<file path="src/rtl/bullet_line_compositor.sv">
// Scanline sprite engine: scans bullet RAM during hblank into a double-buffered
// slot table, then drives a registered per-pixel hit flag and colour.

module bullet_slot_cmp #(
    parameter int BULLET_SIZE = 8
) (
    input  logic       en,
    input  logic [8:0] xs,
    input  logic [9:0] x,
    output logic       hit
);
    logic [10:0] lo, hi, px;

    assign lo  = {2'b00, xs};
    assign hi  = lo + 11'(BULLET_SIZE);
    assign px  = {1'b0, x};
    assign hit = en && (px >= lo) && (px < hi);
endmodule

module bullet_line_compositor #(
    parameter int          MAX_BULLETS = 64,
    parameter int          NUM_SLOTS   = 8,
    parameter int          BULLET_SIZE = 8,
    parameter int          AW          = 6,
    parameter logic [11:0] COLOR_P1    = 12'hF00,
    parameter logic [11:0] COLOR_P2    = 12'h00F
) (
    input  logic          clk,
    input  logic          resetn,
    input  logic          frameStart,
    input  logic          lineStart,
    input  logic [9:0]    nextY,
    input  logic [9:0]    x,
    input  logic          active,
    output logic [AW-1:0] ramAddr,
    input  logic [31:0]   ramData,
    output logic          scanBusy,
    output logic          overflow,
    output logic          hit,
    output logic [11:0]   hitColor
);
    localparam int CW = $clog2(NUM_SLOTS + 1);
    localparam int SW = $clog2(NUM_SLOTS);

    typedef enum logic [1:0] {IDLE, SCAN, SWAP} state_t;

    state_t                          state;
    logic [9:0]                      ly;
    logic [1:0]                      vld_pipe;  // [0] address issued, [1] data returned
    logic                            front_sel;
    logic                            back;
    logic [1:0][CW-1:0]              cnt;
    logic [1:0][NUM_SLOTS-1:0][8:0]  slot_x;
    logic [1:0][NUM_SLOTS-1:0]       slot_own;

    logic [8:0]  wx, wy;
    logic        wown, wact, y_hit, take, room, issue_more;
    logic        unused_bits;

    assign wx          = ramData[31:23];
    assign wy          = ramData[22:14];
    assign wact        = ramData[5];
    assign wown        = ramData[4];
    assign unused_bits = ^{ramData[13:6], ramData[3:0]};
    assign back        = ~front_sel;

    // 11-bit sum so bullets near y=511 never wrap
    assign y_hit      = wact && ({2'b00, wy} <= {1'b0, ly}) &&
                        ({1'b0, ly} < ({2'b00, wy} + 11'(BULLET_SIZE)));
    assign take       = (state == SCAN) && vld_pipe[1] && !lineStart && y_hit;
    assign room       = cnt[back] < CW'(NUM_SLOTS);
    assign issue_more = vld_pipe[0] && (ramAddr != AW'(MAX_BULLETS - 1));

    always_ff @(posedge clk or negedge resetn) begin
        if (!resetn) begin
            state     <= IDLE;
            ramAddr   <= '0;
            scanBusy  <= 1'b0;
            overflow  <= 1'b0;
            ly        <= '0;
            vld_pipe  <= '0;
            front_sel <= 1'b0;
            cnt       <= '0;
        end else begin
            if (take && !room)
                overflow <= 1'b1;
            else if (frameStart)
                overflow <= 1'b0;

            case (state)
                IDLE: begin
                    if (lineStart) begin
                        state     <= SCAN;
                        scanBusy  <= 1'b1;
                        ly        <= nextY;
                        ramAddr   <= '0;
                        vld_pipe  <= 2'b01;
                        cnt[back] <= '0;
                    end
                end
                SCAN: begin
                    if (lineStart) begin
                        ly        <= nextY;
                        ramAddr   <= '0;
                        vld_pipe  <= 2'b01;
                        cnt[back] <= '0;
                    end else begin
                        vld_pipe <= {vld_pipe[0], issue_more};
                        if (issue_more)
                            ramAddr <= ramAddr + AW'(1);
                        if (take && room)
                            cnt[back] <= cnt[back] + CW'(1);
                        if (vld_pipe == 2'b10) begin
                            state   <= SWAP;
                            ramAddr <= '0;
                        end
                    end
                end
                SWAP: begin
                    front_sel      <= back;
                    cnt[front_sel] <= '0;
                    scanBusy       <= 1'b0;
                    state          <= IDLE;
                end
                default: state <= IDLE;
            endcase
        end
    end

    // Slot payload needs no reset: only entries below the count are ever read.
    always_ff @(posedge clk) begin
        if (take && room) begin
            slot_x[back][cnt[back][SW-1:0]]   <= wx;
            slot_own[back][cnt[back][SW-1:0]] <= wown;
        end
    end

    logic [NUM_SLOTS-1:0] slot_hit;

    for (genvar i = 0; i < NUM_SLOTS; i++) begin : g_slot
        bullet_slot_cmp #(.BULLET_SIZE(BULLET_SIZE)) u_cmp (
            .en  (CW'(i) < cnt[front_sel]),
            .xs  (slot_x[front_sel][i]),
            .x   (x),
            .hit (slot_hit[i])
        );
    end

    logic any_hit, win_own;

    always_comb begin
        any_hit = 1'b0;
        win_own = 1'b0;
        for (int i = NUM_SLOTS - 1; i >= 0; i--) begin
            if (slot_hit[i]) begin
                any_hit = 1'b1;
                win_own = slot_own[front_sel][i];
            end
        end
    end

    always_ff @(posedge clk or negedge resetn) begin
        if (!resetn) begin
            hit      <= 1'b0;
            hitColor <= '0;
        end else if (active && any_hit) begin
            hit      <= 1'b1;
            hitColor <= win_own ? COLOR_P2 : COLOR_P1;
        end else begin
            hit      <= 1'b0;
            hitColor <= '0;
        end
    end
endmodule
</file>
<file path="config.mk">
export PLATFORM = sky130hd
export DESIGN_NAME = bullet_line_compositor
export DESIGN_NICKNAME = d
export VERILOG_FILES = /design/src/rtl/bullet_line_compositor.sv
export SDC_FILE = /design/constraint.sdc
export NUM_CORES = 1
export LEC_CHECK = 0
export CORE_AREA = 2 2 226 228
export CTS_BUF_LIST = sky130_fd_sc_hd__clkbuf_4 sky130_fd_sc_hd__clkbuf_8 sky130_fd_sc_hd__clkbuf_16
export CTS_CLUSTER_SIZE = 16
export DETAILED_ROUTE_END_ITERATION = 16
export DIE_AREA = 0 0 228 230
export GPL_TIMING_DRIVEN = 0
export PLACE_DENSITY = 0.36
export SLEW_MARGIN = 0
export SYNTH_ARGS = -nofsm -noshare
export SYNTH_HDL_FRONTEND = slang
export SYNTH_SLANG_ARGS = --single-unit
</file>
<file path="constraint.sdc">
create_clock -name clk -period 4.5 [get_ports clk]
set_input_delay 0.45 -clock clk [delete_from_list [all_inputs] [get_ports clk]]
set_output_delay 0.45 -clock clk [all_outputs]
set_load 0.1 [all_outputs]
</file>
* Yosys cells after proc, flatten, opt, wreduce, memory -nomap -nowiden
Index checks and enable logic that the tools add are counted.
** Word-level totals
- Register bits :: 204
- Output and inout bits :: 21
- Logic and storage cells :: 190
** Operators by class
- Add/sub/neg operators :: 11
- Order comparisons :: 33
- Equal/unequal tests :: 9
- Multiplexer cells :: 61
- Bitwise logic cells :: 5
- Reductions and logical operators :: 42
** Operators with widths (count)
- two-way mux 72 bit :: 3
- bitwise mux 144 bit :: 1
- adder 9 x 4 -> 10 bit, second input constant :: 9
- less-than comparator 10 x 11 -> 1 bit :: 8
- greater-or-equal comparator 10 x 9 -> 1 bit :: 8
- demux 72 bit (select 1 bit) :: 1
- two-way mux 8 bit :: 6
- logical AND 1 bit :: 28
- demux 9 bit (select 3 bit) :: 1
- two-way mux 12 bit :: 2
- two-way mux 4 bit :: 6
- two-way mux 6 bit :: 4
- case mux 8 bit (3 select lines) :: 1
- two-way mux 1 bit :: 21
- AND 8 bit :: 2
- bitwise mux 16 bit :: 1
- less-than comparator 3 x 4 -> 1 bit, first input constant :: 4
- inverter 8 bit :: 2
- case mux 6 bit (2 select lines) :: 1
- <= comparator 9 x 10 -> 1 bit :: 1
- less-than comparator 10 bit :: 1
- two-way mux 9 bit :: 1
- AND reduction 3 bit :: 3
- bitwise mux 8 bit :: 1
- other kinds (29) :: 45

* Depth between registers and ports, before layout
Gate-level depths: netlist of run 1.
- Depth in word-level cells :: 15
- Mapped depth :: 18
- Gate-level depth less buffers :: 14

* By module
From an unflattened synthesis of run 1, not the netlist that was laid out.
** Second synthesis, totals
- Cell total of the unflattened synthesis :: 1063
- Area total of the unflattened synthesis :: 12350.6 µm²
** Modules (own cells, without submodules)
- bullet_line_compositor :: instances 1, cells each 575, area an instance 8567.0 µm²
- bullet_slot_cmp :: instances 8, cells each 61, area an instance 473.0 µm²

* Worst setup path before layout of run 1
No wires, ideal clock.
- Path kind :: input port to flip-flop
- Start :: in ramData[17]
- End :: reg slot_own[12] in the netlist's numbering, enable pin
- Library setup time :: 0.403 ns
- Data arrival time :: 3.502 ns
- Data required time :: 4.097 ns
- Setup slack :: 0.594 ns
- Stages :: 11
- Path buffers :: 1
- Cell sequence :: ha_1 > nand3_1 > xor2_1 > ha_1 > a21o_1 > a21o_1 > a2111oi_4 > and3_2 > nand2_1 > clkbuf_1 > nor4_1
** On the way
- Cells in the longest elaborated chain, start to end :: 5
- Elaborated cells between the ends (all ways) :: 7
- Classes of those cells :: add/sub: 1; order compare: 2; reduce/logical: 4
** Ends and longest elaborated chain
- from (decl) :: line 36 : input logic [31:0] ramData,
- adder 9 x 4 -> 10 bit or <= comparator 9 x 10 -> 1 bit (tied branches) :: line 69, 68
- less-than comparator 10 bit or logical AND 1 bit (tied branches) :: line 69, 68
- logical AND 1 bit (*) :: line 68 : assign y_hit = wact && ({2'b00, wy} <= {1'b0, ly}) &&
- logical AND 1 bit (*) :: line 70 : assign take = (state == SCAN) && vld_pipe[1] && !lineStart && y_hit;
- logical AND 1 bit (*) :: line 132 : if (take && room) begin
- to (signal, indexed assignment) :: line 134 : slot_own[back][cnt[back][SW-1:0]] <= wown;
- to (decl) :: line 54 : logic [1:0][NUM_SLOTS-1:0] slot_own;
Every way passes the cells marked *; elsewhere a longest branch is shown, timed or not.
A chain may end at the register's enable or synchronous reset.

* Final worst setup path of run 1
- Start :: reg front_sel
- End :: reg hitColor[10]
** On the way
- Cells in the longest elaborated chain, start to end :: 15
- Elaborated cells between the ends (all ways) :: 73
- Classes of those cells :: add/sub: 8; order compare: 24; mux: 24; reduce/logical: 17
** Ends and longest elaborated chain
- from (decl) :: line 50 : logic front_sel;
- from (signal assigned) :: line 120 : front_sel <= back;
- two-way mux 72 bit (not written as such) or two-way mux 4 bit (tied branches) (2 in series) :: line 143, 142
- adder 9 x 4 -> 10 bit (tied with other cells) :: line 15 : assign hi = lo + 11'(BULLET_SIZE);
- less-than comparator 10 x 11 -> 1 bit or logical AND 1 bit (tied branches) :: line 17 : assign hit = en && (px >= lo) && (px < hi);
- logical AND 1 bit :: line 17
- two-way mux 1 bit (8 in series) :: line 155 : if (slot_hit[i]) begin
- two-way mux 12 bit or logical AND 1 bit (tied branches) :: line 168, 166
- two-way mux 12 bit (*) :: line 166 : end else if (active && any_hit) begin
- to (signal assigned) :: line 168 : hitColor <= win_own ? COLOR_P2 : COLOR_P1;
- to (decl) :: line 40 : output logic [11:0] hitColor
Every way passes the cells marked *; elsewhere a longest branch is shown, timed or not. The select of a mux whose other input is x is not followed.

==> results of run 1 <==
[power by group through the flow]
stage | clock network, µW | logic (µW) | registers (µW)
3_3_place_gp | 0 | 891 | 2120
3_5_place_dp | 0 | 895 | 2120
5_1_grt | 1690 | 1000 | 2090
6_report | 1580 | 885 | 2080
2_1_floorplan | 0 | 509 | 2180
4_1_cts | 1640 | 903 | 2080
[area by class of cell]
| type | count | area (µm²) | area share (%) |
|---|---|---|---|
| clock buffer | 17 | 425 | 2.98 |
| inverter | 57 | 214 | 1.50 |
| clock inverter | 15 | 156 | 1.10 |
| tap | 672 | 841 | 5.89 |
| timing repair buffer | 72 | 714 | 5.00 |
| buffer | 31 | 241 | 1.69 |
| sequential | 194 | 5660 | 39.6 |
| multi-input combinational | 718 | 6030 | 42.2 |
[cell usage after synthesis (7+ instances only)]
cell type	instances
a21oi_1	34
o2111ai_1	7
nor3b_1	10
a2111oi_0	7
xnor2_1	19
nand2_1	49
inv_1	57
nor3_1	30
nor2b_1	13
edfxtp_1	160
or3_1	9
xor2_1	22
mux2i_1	75
buf_2	10
ha_1	162
a31oi_1	9
nand2b_1	12
nor4_1	11
nor2_1	48
buf_4	16
nand3b_1	7
nand3_1	18
mux2_2	21
dfrtp_1	34
a211o_1	12
a21o_1	14
a211oi_1	14
o21ai_0	35
o21a_1	10
[layer usage]
layer	vias to the layer above	share of wire [%]
met3	20	2.5
met2	89	49
met5	-	0
met1	3912	47
met4	0	1.5
li1	3967	-
[metrics by stage]
stage / setup WS [ps] / hold slack [ps] / TNS [ps] / cell area, µm² / util, %
floorplan: 594 / 154 / 0 / 11900 / -
global placement: -1510 / 509 / -133130 / 13400 / 26.9
detailed placement: -1220 / 517 / -17220 / 13600 / 27.2
CTS: 105 / 107 / 0 / 14300 / 28.6
global route: 19.7 / 129 / 0 / 14300 / 28.6
finish: 287 / 80.3 / 0 / 14300 / 28.6
[what timing repair did]
action                                  in CTS  in global routing
hold buffers                                 0                  0
setup buffers                                0                  0
endpoints found under the setup margin       3                 12
gates resized for setup                     26                  4
pin swaps                                    2                  0
[cell families (layout without fill, tap and decap cells)]
group                    after synthesis  after routing
AND/OR/NAND/NOR                      230            230
flip-flops                           194            194
AO/OA/AOI/OAI                        185            185
adder cells (fa/ha/maj)              162            162
multiplexers                          96             96
buffers and inverters                 89            192
XOR/XNOR                              41             41
other                                  1              4
[state kept, by name (all words and copies together), names as in the netlist]
register   count
slot_x       144
slot_own      16
ly            10
cnt            8
ramAddr        6
hitColor       2
state          2
vld_pipe       2
front_sel      1
hit            1
overflow       1
scanBusy       1
[worst paths after layout]
kind / from / endpoint
min in group clk: scanBusy$_DFFE_PN0P_ / scanBusy$_DFFE_PN0P_
min reg2reg: scanBusy$_DFFE_PN0P_ / scanBusy$_DFFE_PN0P_
max in group asynchronous: resetn / cnt[7]$_DFFE_PN0P_
max: front_sel$_DFFE_PN0P_ / hitColor[10]$_DFF_PN0_
max reg2reg: front_sel$_DFFE_PN0P_ / hitColor[10]$_DFF_PN0_
min: resetn / ly[6]$_DFFE_PN0P_
[worst register-to-register path, stage by stage (launching register included)]
cell and delay, ps:
dfrtp_1 460, buf_6 240, buf_8 230, buf_8 260, buf_2 260, buf_6 240
mux2i_1 230, ha_1 260, a21oi_1 200, o21ai_0 160, a221oi_2 310, o21ai_0 140
nand4_1 170, nand3_1 230, o41ai_4 480, o21ba_2 230
==> impl_results.md, run 1 <==
- PD cells: 318 nW/µm²
- Antenna violation net count after detailed routing: 0
- GR Util met3: 1.84%
- Clock Skews: 7.11 ps
- Post-Syn Area: 11900 µm²
- Largest net degree at the start of global routing: 35
- Highest clock rate: 237 MHz
- DRT Pass-1 Iters: 5
- Critical Path End Type: flip-flop
- Post-Synth Adder-Cell Area: 17.0%
- RSZ-0062 raised after global routing: false
- Crit path arrival time: 4560 ps
- Run status: completed
- Layout Cells excl Fill: 1776
- Synth Instances: 998
- Post-synthesis mux area share: 8.27%
- Min Clock Period, post-route: 4210 ps
- Commonest non-fill, non-tap cells in the layout: ha_1, edfxtp_1, mux2i_1
- Initial antenna violation count: 0
- Switching pwr: 1390 µW
- Register area share after synthesis: 47.4%
- Fraction of layout cells with a size suffix above 1: 10.9%
- Crit path max-delay family: compound AO/OA/AOI/OAI gates
- Netlist cell types: 67
- Slew Viols, Final: 0
- R2R cell count: 15
- Critical path required time: 4840 ps
- Internal: 3150 µW
- GRT busiest layer: met2
- Skew-Pair Late Insertion Delay: 460 ps
- Ports: 78
- Critical Path Stages: 15
- Max VDD drop: 0.278 mV
- Fraction of the mapped netlist area in simple logic gates: 9.92%
- CTS buffer count: 17
- First-pass GRT wire length: 54100 µm
- Cell taking the most area after synthesis: edfxtp_1
- CTS tree: done
- Hold Fails Final Rpt: 0
- Tcrit/Tclk final: 93.6%
- Global-route track usage on met1: 18.3%
- WS Path Type: reg2reg
- Final setup fails: 0
- Die ar.: 52400 µm²
- CP max stage cell: o41ai_4
- Startpoint types: flip-flop
- Switching share of power: 30.6%
- GR Util met2: 24.6%
- Inserted Diodes: 0
- Classification of the worst-slack hold path: in2async
- Area contributors post-synth: edfxtp_1, ha_1, dfrtp_1, mux2i_1, mux2_2
- WL/cell: 20.3 µm
- Die H: 230 µm
- # port buffers: 61
- Max Root-Sink Buffers: 2
- Synthesized flop and latch total: 194
- Placed cell count: 1745
- GRT Util Overall: 14.2%
- Final Power: 4540 µW
- Cell Chain, Critical Path: buf_6, buf_8, buf_8, buf_2, buf_6, mux2i_1, ha_1, a21oi_1, o21ai_0, a221oi_2, o21ai_0, nand4_1, nand3_1, o41ai_4, o21ba_2
- CTS clock-pin slew for the worst setup and hold paths: 80 ps
- Gr ovfl total: 0
- XOR/XNOR share of the synthesized area: 3.01%
- # rows: 82
- Number of global-route vias before repair: 8165
- Via Count: 7988
- Leading cell type in the layout, fill and taps excluded: ha_1
- Avg Cell Area, Syn: 12.0 µm²
- Worst slew pin tran: 1220 ps
- Reg2Reg Setup Slack: 290 ps
- Synth Flop Type: edfxtp_1
- Slew margin rel.: 18.4%
- Filler cells: 5217
- DP Wirelength: 25600 µm
- Die width: 228 µm
- LEAKAGE: 0.00532 µW
- YS warnings: 0
- Main combinational cell family by area after synthesis: adder cells
- Root Buffer: clkbuf_16
- Comb pwr share: 19.5%
- Max-cap violation count: 0
- # DRC: 0
- Post-synth EDFFs: 160
- Area Growth Syn to Fin: 19.6%
- Sequential power share: 45.8%
- Nets: 1310
- Initial core utilization: 23.9%
- Clock share of power: 34.7%
- Initial DRC count: 457
- Yosys top cell area share: 40.3%
- RePlAce Congestion: 0.774
- Delay of the slowest cell on the worst path: 480 ps
- Vias/cell: 4.50
- Floorplan Core Area: 49900 µm²
- Buf/Inv on CP: 5
- Sink Count: 194
- Asr flop ratio synth: 17.5%
- Crit Path Max Fanout: 19
- Total Wirelength: 36100 µm
- Compound-Gate Fraction of Synth Area: 11.0%
- CTS H-tree depth: 4
(Power assumes the default switching activity.)
==> inputs of run 2 (changes only) <==
--- a/config.mk
+++ b/config.mk
@@ -5,6 +5,7 @@
 export SDC_FILE = /design/constraint.sdc
 export NUM_CORES = 1
 export LEC_CHECK = 0
+export CAP_MARGIN = 25
 export CORE_AREA = 2 2 226 228
 export CTS_BUF_LIST = sky130_fd_sc_hd__clkbuf_4 sky130_fd_sc_hd__clkbuf_8 sky130_fd_sc_hd__clkbuf_16
 export CTS_CLUSTER_SIZE = 16
@@ -12,6 +13,7 @@
 export DIE_AREA = 0 0 228 230
 export GPL_TIMING_DRIVEN = 0
 export PLACE_DENSITY = 0.36
+export SETUP_SLACK_MARGIN = 0.02
 export SLEW_MARGIN = 0
 export SYNTH_ARGS = -nofsm -noshare
 export SYNTH_HDL_FRONTEND = slang
==> run 2 against run 1 <==
Net effect: power rose by 4.6%; highest routed layer unchanged; clock-buffer cell count rose by 3; worst setup slack got worse by 11 ps; largest cell class unchanged.
==> impl_results.md, run 2 (synthesis gave the netlist of run 1 again) <==
- CTS H-tree depth: 4
- # rows: 82
- Final setup fails: 0
- Classification of the worst-slack hold path: in2async
- Skew-Pair Late Insertion Delay: 450 ps
- Clock Skews: 11.3 ps
- Die ar.: 52400 µm²
- Tcrit/Tclk final: 93.9%
- Commonest non-fill, non-tap cells in the layout: ha_1, edfxtp_1, mux2i_1
- Max Root-Sink Buffers: 2
- Run status: completed
- Crit Path Max Fanout: 19
- Final Power: 4750 µW
- Critical path required time: 4840 ps
- GRT Util Overall: 14.3%
- Dpl ws: -762 ps
- Antenna violation net count after detailed routing: 0
- Nets: 1322
- Hold Fails Final Rpt: 0
- Gr ovfl total: 0
- WL/cell: 20.4 µm
- LEAKAGE: 0.00546 µW
- Sink Count: 194
- Leading cell type in the layout, fill and taps excluded: ha_1
- CTS Hold Buffers Added: 0
- DRT Pass-1 Iters: 4
- Crit path arrival time: 4570 ps
- Number of global-route vias before repair: 8237
- Startpoint types: flip-flop
- Vias/cell: 4.50
- RePlAce Congestion: 0.774
- Floorplan Core Area: 49900 µm²
- Total Wirelength: 36500 µm
- Layout Cells excl Fill: 1787
- Via Count: 8047
- Placed cell count: 1756
- Ports: 78
- Fraction of layout cells with a size suffix above 1: 11.5%
- Highest clock rate: 237 MHz
- RSZ-0062 raised after global routing: false
- Largest net degree at the start of global routing: 35
- Slew margin rel.: 28.0%
- Max-cap violation count: 0
- Max VDD drop: 0.275 mV
- PD cells: 327 nW/µm²
- Min Clock Period, post-route: 4220 ps
- Critical Path End Type: flip-flop
- CTS tree: done
- Fin worst setup slack: 276 ps
- Initial DRC count: 423
- Die H: 230 µm
- Fin Hold WS: 81.3 ps
- Worst slew pin tran: 1080 ps
- Area Growth Syn to Fin: 21.7%
- # DRC: 0
- Filler cells: 5223
- Max reg flops: 144
- Slew Viols, Final: 0
- WS Path Type: reg2reg
- DP Wirelength: 26300 µm
- Initial antenna violation count: 0
- Inserted Diodes: 0
- Initial core utilization: 23.9%
- # port buffers: 61
- CTS clock-pin slew for the worst setup and hold paths: 70 ps
- First-pass GRT wire length: 54900 µm
- Die width: 228 µm
- Root Buffer: clkbuf_16
- Post-CTS setup buffers: 0
- CTS buffer count: 17
## run 2: cell type report
type,count,area [µm²],area share [%]
multi-input cells,718,6010,41.4
clock buffers,20,448,3.08
well taps,672,841,5.79
repair buffers,84,900,6.19
plain buffers,31,248,1.71
flip-flops and latches,194,5660,38.9
inverters,57,214,1.47
clock inverters,11,209,1.44
## run 2: critical path, cell delays in order (launching register included)
cell       delay, ps
dfrtp_1          450
buf_6            240
buf_4            330
buf_6            280
mux2i_2          330
ha_1             310
a211oi_1         270
nand2_1          120
nor4_1           320
a2111oi_2        150
buf_1            160
a21oi_1          330
inv_1            140
o41ai_4          440
o21ba_2          220
## run 2: worst paths after layout
check / end / start / slack [ps] / cells after the start
max: hitColor[10]$_DFF_PN0_ / front_sel$_DFFE_PN0P_ / 280 / 14
min: ly[6]$_DFFE_PN0P_ / resetn / 80 / 1
max reg2reg: hitColor[10]$_DFF_PN0_ / front_sel$_DFFE_PN0P_ / 280 / 14
min reg2reg: scanBusy$_DFFE_PN0P_ / scanBusy$_DFFE_PN0P_ / 540 / 2
max in group asynchronous: cnt[3]$_DFFE_PN0P_ / resetn / 3860 / 1
min in group clk: scanBusy$_DFFE_PN0P_ / scanBusy$_DFFE_PN0P_ / 540 / 2
## run 2: routing by layer
layer / up-vias / wire, µm / global-route usage (%)
met1: 3942 / 17300 / 18.4
met3: 22 / 748 / 1.86
met4: 0 / 431 / 3.90
met5: - / 0 / 0
li1: 3999 / - / -
met2: 84 / 18100 / 25.2
## run 2: metrics by stage
step / TNS, ps / util, % / instance area [µm²]
4_1_cts: 0 / 29.0 / 14500
6_report: 0 / 29.1 / 14500
2_1_floorplan: 0 / - / 11900
3_3_place_gp: -133130 / 26.9 / 13400
5_1_grt: 0 / 29.1 / 14500
3_5_place_dp: -11680 / 27.6 / 13700
## run 2: power breakdown
| part | leakage, µW | total, µW | switching, µW | internal [µW] |
|---|---|---|---|---|
| Sequential | 0.00187 | 2080 | 66.5 | 2010 |
| Clock | 0.000320 | 1770 | 712 | 1060 |
| Combinational | 0.00326 | 906 | 571 | 335 |
| Total | 0.00546 | 4750 | 1350 | 3400 |
## run 2: repair_timing
item                       CTS  global route
pin swaps                    0             1
resized for setup           23             6
setup endpoints to repair    3            29
==> inputs of run 3 (changes only) <==
--- a/config.mk
+++ b/config.mk
@@ -11,10 +11,10 @@
 export CTS_CLUSTER_SIZE = 16
 export DETAILED_ROUTE_END_ITERATION = 16
 export DIE_AREA = 0 0 228 230
-export GPL_TIMING_DRIVEN = 0
 export PLACE_DENSITY = 0.36
 export SETUP_SLACK_MARGIN = 0.02
 export SLEW_MARGIN = 0
 export SYNTH_ARGS = -nofsm -noshare
 export SYNTH_HDL_FRONTEND = slang
 export SYNTH_SLANG_ARGS = --single-unit
+export TNS_END_PERCENT = 10
==> run 3 against run 2 <==
Net effect: fmax is 6.7% higher; largest cell class unchanged; highest routed layer unchanged; largest power group unchanged; die area did not move; final cell count shrank 0.50%.
==> impl_results.md, run 3 (synthesis gave the netlist of run 1 again) <==
- Run status: completed
- Vias/cell: 4.53
- Floorplan Core Area: 49900 µm²
- Critical path required time: 4910 ps
- Root Buffer: clkbuf_16
- Highest clock rate: 253 MHz
- Die H: 230 µm
- Max VDD drop: 0.282 mV
- Clock share of power: 35.5%
- CTS buffer count: 17
- Crit Path Max Fanout: 20
- Final Power: 4600 µW
- Switching pwr: 1420 µW
- Internal: 3180 µW
- Sink Count: 194
- First-pass GRT wire length: 52000 µm
- WS Path Type: reg2reg
- Post-CTS setup buffers: 0
- # rows: 82
- Fin worst setup slack: 542 ps
- RSZ-0062 raised after global routing: false
- Placed cell count: 1745
- Dpl ws: 438 ps
- Min Clock Period, post-route: 3960 ps
- Buf/Inv on CP: 2
- CTS H-tree depth: 4
- LEAKAGE: 0.00532 µW
- Via Count: 8052
- RePlAce Congestion: 0.755
- Initial antenna violation count: 0
- DP Wirelength: 24800 µm
- Area Growth Syn to Fin: 19.4%
- Leading cell type in the layout, fill and taps excluded: ha_1
- Commonest non-fill, non-tap cells in the layout: ha_1, edfxtp_1, mux2i_1
- CP max stage cell: dfrtp_4
- Crit path arrival time: 4360 ps
- Initial DRC count: 286
- CTS resizes: 0
- Fraction of layout cells with a size suffix above 1: 10.8%
- Switching share of power: 30.8%
- Largest net degree at the start of global routing: 35
- Layout Cells excl Fill: 1778
- Tcrit/Tclk final: 88.0%
- Nets: 1312
- Slew Viols, Final: 0
- Comb pwr share: 19.4%
- Skew-Pair Late Insertion Delay: 460 ps
- Slew margin rel.: 34.4%
- Crit path max-delay family: compound AO/OA/AOI/OAI gates
- Worst slew pin tran: 980 ps
- CTS Hold Buffers Added: 0
- Final setup TNS: 0 ps
- # DRC: 0
- CTS tree: done
- Initial core utilization: 23.9%
- Startpoint types: flip-flop
- PD cells: 323 nW/µm²
- Ports: 78
- Inserted Diodes: 0
- CTS clock-pin slew for the worst setup and hold paths: 80 ps
- Critical Path End Type: flip-flop
- Sequential power share: 45.1%
- Max Root-Sink Buffers: 2
- Hold Fails Final Rpt: 0
- Final setup fails: 0
- Number of global-route vias before repair: 8271
- Classification of the worst-slack hold path: in2async
- Delay of the slowest cell on the worst path: 680 ps
- Util after Layout: 28.6%
- DRT Pass-1 Iters: 4
- Max-cap violation count: 0
- WL/cell: 19.2 µm
- Cell Chain, Critical Path: mux2i_1, inv_1, ha_1, inv_1, ha_1, nor2b_1, a221o_1, a211o_1, a21oi_1, o21ai_1, a211o_1, a31oi_1, o21ba_2
- GRT Util Overall: 13.4%
- Antenna violation net count after detailed routing: 0
- # port buffers: 61
- Gr ovfl total: 0
- Clock Skews: 12.0 ps
- Total Wirelength: 34100 µm
- Die ar.: 52400 µm²
- Max reg flops: 144
- Die width: 228 µm
==> run 3: changes by cell type in the layout (fill, tap and decap cells not counted), moves of 5 or more <==
cell and change:
inv_8 +5, buf_6 -15, clkbuf_1 -6, buf_12 +5
buf_4 +19, nor3_1 +5
==> run 3: layout make-up <==
type                            count  area [µm²]
Clock buffer                       17         425
Clock inverter                     15         184
Fill cell                        5175       35600
Inverter                           57         214
Multi-Input combinational cell    718        5930
Sequential cell                   194        5660
Tap cell                          672         841
Timing Repair Buffer              105        1000
==> run 3: metal layers <==
metal / share of wire, % / wire (µm) / track usage (%)
met1: 46 / 15800 / 16.8
met2: 51 / 17200 / 23.8
met3: 1.9 / 635 / 1.81
met4: 1.3 / 444 / 3.82
met5: 0 / 0 / 0
==> run 3: final timing paths <==
check	cells past startpoint	start	slack, ps	end
worst max-delay path	13	front_sel$_DFFE_PN0P_	540	hitColor[10]$_DFF_PN0_
worst min-delay path	1	resetn	70	ly[6]$_DFFE_PN0P_
worst max register to register	13	front_sel$_DFFE_PN0P_	540	hitColor[10]$_DFF_PN0_
worst min register to register	1	ly[1]$_DFFE_PN0P_	540	ly[1]$_DFFE_PN0P_
max in group asynchronous	1	resetn	3780	front_sel$_DFFE_PN0P_
min in group clk	1	ly[1]$_DFFE_PN0P_	540	ly[1]$_DFFE_PN0P_
==> run 3: per-stage QoR <==
step | hold WS [ps] | area (µm²)
2_1_floorplan | 154 | 11900
3_3_place_gp | 528 | 13600
3_5_place_dp | 530 | 13600
4_1_cts | 92.6 | 14200
5_1_grt | 123 | 14300
6_report | 71.4 | 14300
==> run 3: worst reg2reg max path, delay by kind of cell (launching register included) <==
kind                       cells  cell delay [ps]
muxes                          1              390
AOI/OAI and AO/OA              7             1980
adders and majority gates      2              570
buffers and inverters          2              150
DFF                            1              680
and+or+nand+nor                1              150
==> run 3: power groups by stage <==
stage          clock network (µW)  logic (µW)  registers [µW]
6_report                     1630         893            2080
5_1_grt                      1740        1010            2090
4_1_cts                      1690         908            2080
3_5_place_dp                    0         903            2120
3_3_place_gp                    0         899            2120
2_1_floorplan                   0         509            2180
